**src/rtl/board_tx.sv**
```systemverilog
// Transmit side of the inter-board link: snapshots the 9x9 board on a send
// request and streams header, 21 packed payload bytes and an XOR checksum.
module board_tx #(
    parameter logic [7:0] HEADER = 8'hA5
) (
    input  logic                  clk_in,
    input  logic                  reset,
    input  logic                  send,
    input  logic [8:0][8:0][1:0]  board,
    input  logic                  tx_ready,
    output logic [7:0]            tx_data,
    output logic                  tx_valid,
    output logic                  busy,
    output logic                  done
);

    localparam int unsigned NCELL = 81;
    localparam int unsigned NPAY  = 21;
    localparam int unsigned IDXW  = 5;

    typedef enum logic [2:0] {
        IDLE = 3'd0,
        HDR  = 3'd1,
        PAY  = 3'd2,
        CHK  = 3'd3,
        DONE = 3'd4
    } state_t;

    state_t                  state_q, state_d;
    logic [IDXW-1:0]         idx_q, idx_d;
    logic [7:0]              csum_q, csum_d;
    logic [NCELL-1:0][1:0]   snap_q, snap_d;
    logic [7:0]              tx_data_q, tx_data_d;
    logic                    tx_valid_q, tx_valid_d;
    logic                    busy_q, busy_d;
    logic                    done_q, done_d;
    logic [NPAY-1:0][7:0]    pay_c;
    logic                    xfer_c;
    logic [1:0]              rst_sync_q;
    logic                    rst_n;

    // Assertion is immediate; release is aligned to clk_in through two flops.
    always_ff @(posedge clk_in or negedge reset) begin
        if (!reset) rst_sync_q <= 2'b00;
        else        rst_sync_q <= {rst_sync_q[0], 1'b1};
    end
    assign rst_n = rst_sync_q[1];

    // Four cells per payload byte, cell 4j+m in bits [2m+1:2m].
    always_comb begin
        pay_c = '0;
        for (int j = 0; j < NPAY; j++) begin
            for (int m = 0; m < 4; m++) begin
                if (4 * j + m < NCELL) pay_c[j][2*m +: 2] = snap_q[4*j + m];
            end
        end
    end

    always_comb begin
        state_d    = state_q;
        idx_d      = idx_q;
        csum_d     = csum_q;
        snap_d     = snap_q;
        tx_data_d  = '0;
        tx_valid_d = 1'b0;
        busy_d     = 1'b0;
        done_d     = 1'b0;
        xfer_c     = tx_valid_q & tx_ready;

        unique case (state_q)
            IDLE: begin
                if (send) begin
                    for (int r = 0; r < 9; r++) begin
                        for (int c = 0; c < 9; c++) begin
                            snap_d[9*r + c] = (board[r][c] == 2'b11) ? 2'b00 : board[r][c];
                        end
                    end
                    csum_d  = '0;
                    state_d = HDR;
                end
            end
            HDR: begin
                if (xfer_c) begin
                    idx_d   = '0;
                    state_d = PAY;
                end
            end
            PAY: begin
                if (xfer_c) begin
                    csum_d = csum_q ^ pay_c[idx_q];
                    if (idx_q == IDXW'(NPAY - 1)) state_d = CHK;
                    else                          idx_d   = idx_q + IDXW'(1);
                end
            end
            CHK: begin
                if (xfer_c) state_d = DONE;
            end
            DONE: state_d = IDLE;
            default: state_d = IDLE;
        endcase

        // Registered outputs track the state being entered.
        unique case (state_d)
            HDR: begin
                tx_data_d  = HEADER;
                tx_valid_d = 1'b1;
                busy_d     = 1'b1;
            end
            PAY: begin
                tx_data_d  = pay_c[idx_d];
                tx_valid_d = 1'b1;
                busy_d     = 1'b1;
            end
            CHK: begin
                tx_data_d  = csum_d;
                tx_valid_d = 1'b1;
                busy_d     = 1'b1;
            end
            DONE: begin
                busy_d = 1'b1;
                done_d = 1'b1;
            end
            default: ;
        endcase
    end

    always_ff @(posedge clk_in or negedge rst_n) begin
        if (!rst_n) begin
            state_q    <= IDLE;
            idx_q      <= '0;
            csum_q     <= '0;
            snap_q     <= '0;
            tx_data_q  <= '0;
            tx_valid_q <= 1'b0;
            busy_q     <= 1'b0;
            done_q     <= 1'b0;
        end else begin
            state_q    <= state_d;
            idx_q      <= idx_d;
            csum_q     <= csum_d;
            snap_q     <= snap_d;
            tx_data_q  <= tx_data_d;
            tx_valid_q <= tx_valid_d;
            busy_q     <= busy_d;
            done_q     <= done_d;
        end
    end

    assign tx_data  = tx_data_q;
    assign tx_valid = tx_valid_q;
    assign busy     = busy_q;
    assign done     = done_q;

endmodule
```
**config.mk**
```make
export PLATFORM = sky130hd
export DESIGN_NAME = board_tx
export DESIGN_NICKNAME = d
export VERILOG_FILES = /design/src/rtl/board_tx.sv
export SDC_FILE = /design/constraint.sdc
export NUM_CORES = 1
export LEC_CHECK = 0
export CAP_MARGIN = 10
export CORE_MARGIN = 10
export CORE_UTILIZATION = 45
export CTS_BUF_LIST = sky130_fd_sc_hd__clkbuf_4
export DETAILED_ROUTE_END_ITERATION = 6
export HOLD_SLACK_MARGIN = 0.05
export PLACE_DENSITY = 0.69
export REMOVE_ABC_BUFFERS = 1
export SYNTH_ARGS = -nofsm -noshare
export SYNTH_HDL_FRONTEND = slang
export SYNTH_SLANG_ARGS = --single-unit
```
**constraint.sdc**
```tcl
create_clock -name clk_in -period 6.9 [get_ports clk_in]
set_input_delay 1.38 -clock clk_in [delete_from_list [all_inputs] [get_ports clk_in]]
set_output_delay 1.38 -clock clk_in [all_outputs]
set_load 0.05 [all_outputs]
```
==> flow_summary.toml <==
[outcome]
status = "completed"

[worst_setup_path]
worstPathRequired_ps = 7340
critical_path.slowest_cell = "clkdlybuf4s50_1"
crit_chain = "clkdlybuf4s50_1 > nand3b_1 > o21ai_0 > and3_2 > buf_4 > inv_2 > a2111oi_2 > o21ai_1 > a32oi_1 > nand3_1"
worst-path-buf-inv = 3
critPathMaxFanout = 45
arrival_ps = 4360
endpoint_kind = "flop"
worst-r2r-cell-count = 9
crit_type = "primary input to flop"
rr_endpoint = "tx_data[7]$_DFF_PN0_"
rr_startpoint = "state_q[1]$_DFF_PN0_"
r2r_slack_ps = 3570
start_kind = "primary input"
cpPeakStageDelay_ps = 570
cp_top_family = "buffers and inverters"

[clock_network]
cts_tree = "done"
clk_pin_slew_ps = 150
cts_inserted_buffers = 17
clock-root-buffer = "clkbuf_4"
cts.path.max_buffers = 2
cts-hold-fix-buffers = 0
clock_sinks = 191
htreeDepth = 4
clock_latency_ps = 560
postCtsSetupBuffers = 0
cts_resized = 0

[placement]
gp_routability_congestion = 0.889
dpl.hpwl_um = 21500
io_buffers = 176

[yosys]
synth_top_area_frac = 0.431
netlist_area_um2 = 11100
yosysWarnings = 0
synth_seq_area_share = 0.431
synth-seq-cells = 191
synth_area_leaders = "dfrtp_1, nand2b_1, mux2i_1"
synth_area_per_cell_um2 = 9.68
yosysMostFrequentCell = "nand2_1"
synth_top_area_cell = "dfrtp_1"
yosys-top-cells-count = "nand2_1, dfrtp_1, o21ai_0"
synth_cells = 1147
synthFlopType = "dfrtp_1"
synth_edf_count = 0
yosysUniqueCellTypes = 71
synthArstFlopShare = 1.00

[hold_path]
holdPathEnd = "rst_sync_q[1]$_DFF_PN0_"
hold_path_depth = 0
hold_start = "rst_sync_q[0]$_DFF_PN0_"
holdCritPathClass = "flop to flop"

[pwr]
vdd.ir_drop.worst_mv = 0.541
powerDensity_nw_per_um2 = 366
power.leakage_nw = 5.53

[global_route]
grt_use_total = 0.188
grt.overflow.total = 0
grt_pass1_wl_um = 47100
first_global_vias = 8904
grt_max_degree = 324
antenna_found_initial = 1

[floorplan]
rows = 57
core_area_um2 = 24300
fp.dieH_um = 177
start_util = 0.456
fp.dieArea_um2 = 31300
die_w_um = 177
io_pins = 177

[finish]
finish.utilization = 0.546
drive_above_1_share = 0.0808
fin_nets = 1444
area_growth_pct = 19.5

[timing]
max_freq_mhz = 255
worst_slew_pin_slew_ps = 1330
hold_ws_ps = 375
finClkSkew_ps = 24.1
post-route-period-util = 0.568
rsz0062_at_grt = "no"
hold_viol_final = 0
max_slew_margin = 0.114
finalSetupViolCount = 0
min_period_ps = 3920
report.final.slew_viol_count = 0

[routing]
ant_nets = 0
dr.pass1.iters = 5
routedWlPerCell_um = 18.4
first_iter_violations = 676
wirelength_um = 29600
vias_per_cell = 5.53
dr_total_vias = 8908
drc = 0

[job]
drv_cap = 0
## metrics by stage
stage / cell area, um2 / total power [mW] / instances / worst slack, ps / setup TNS [ps]
global route: 13300 / 5.20 / 1612 / 2820 / 0
global placement: 13000 / 4.19 / 1581 / 2560 / 0
finish: 13300 / 4.86 / 1612 / 2980 / 0
floorplan: 10700 / 3.64 / 1070 / -2230 / -94090
detailed placement: 13000 / 4.24 / 1581 / 2490 / 0
CTS: 13300 / 4.88 / 1611 / 3100 / 0
## cell usage in the layout, fill, tap and decap left out, types with 3 or more instances in the layout
cell	count
nand2_1	218
and3_1	3
a31oi_1	3
mux2i_1	91
o211ai_1	8
a21oi_2	3
inv_1	7
o21ai_0	172
buf_4	10
inv_6	3
dfrtp_1	188
nand3b_1	5
and2_1	4
nand3_1	25
clkbuf_4	20
mux4_2	35
a221oi_1	4
nand2b_1	162
bufinv_16	3
a21oi_1	13
nor2b_1	6
nor2_1	14
nor3b_1	3
a32oi_1	15
xnor2_1	5
clkdlybuf4s50_1	176
a22oi_1	4
xor2_1	3
mux4_1	5
nor4b_2	3
nand4_1	18
## area by class of cell
| cell class | count | area [um2] |
|---|---|---|
| inverters | 9 | 33.8 |
| flip-flops and latches | 191 | 4790 |
| multi-input cells | 870 | 5890 |
| fillers | 2238 | 11100 |
| well taps | 324 | 405 |
| clock buffers | 20 | 150 |
| repair buffers | 187 | 1860 |
| diodes | 1 | 2.50 |
| clock inverters | 10 | 138 |
## how the worst max path moves through the flow
stage / startpoint / to / cells after the start
final: tx_ready / tx_data[2]$_DFF_PN0_ / 10
after global routing: tx_ready / tx_data[2]$_DFF_PN0_ / 10
after CTS: tx_ready / tx_data[2]$_DFF_PN0_ / 10
after detailed placement: tx_ready / tx_data[2]$_DFF_PN0_ / 10
after global placement: tx_ready / tx_data[2]$_DFF_PN0_ / 10
after floorplan: idx_q[0]$_DFF_PN0_ / tx_data[5]$_DFF_PN0_ / 9
## state kept, by name (all words and copies together), names as in the netlist
register    count
state_q         3
tx_valid        1
rst_sync_q      2
csum_q          8
pay_c         162
idx_q           5
busy            1
done            1
tx_data         8
## worst reg2reg max path, stage by stage, from the launching register on
cell and delay [ps]:
dfrtp_1 750, nor3b_2 260, buf_4 280, a211oi_2 170, o22ai_4 180, buf_4 650, mux2i_1 380, mux2i_1 120
a221oi_1 290, nand4_1 140
## layer usage
layer	global-route usage	vias to the layer above	wire length [um]
li1	-	4322	-
met1	0.240	4267	12600
met2	0.312	278	14500
met3	0.0420	41	1780
met4	0.0543	0	660
met5	0	-	0
## logic make-up (layout without fill, tap and decap cells)
group	Yosys count	in the layout	share of synthesized area
AO/OA/AOI/OAI	244	244	0.129
XOR/XNOR	8	8	0.00631
adder cells (fa/ha/maj)	2	2	0.00225
buffers and inverters	86	226	0.0397
flip-flops	191	191	0.431
multiplexers	132	132	0.166
other	1	2	0.000338
AND/OR/NAND/NOR	483	483	0.225
## power by group
| group | total, mW | internal, mW | switching (mW) | leakage [nW] |
|---|---|---|---|---|
| Sequential | 1.93 | 1.51 | 0.414 | 2.49 |
| Clock | 0.639 | 0.261 | 0.378 | 0.158 |
| Combinational | 2.29 | 0.997 | 1.29 | 2.88 |
No activity file was read; power rests on OpenSTA's default activity.
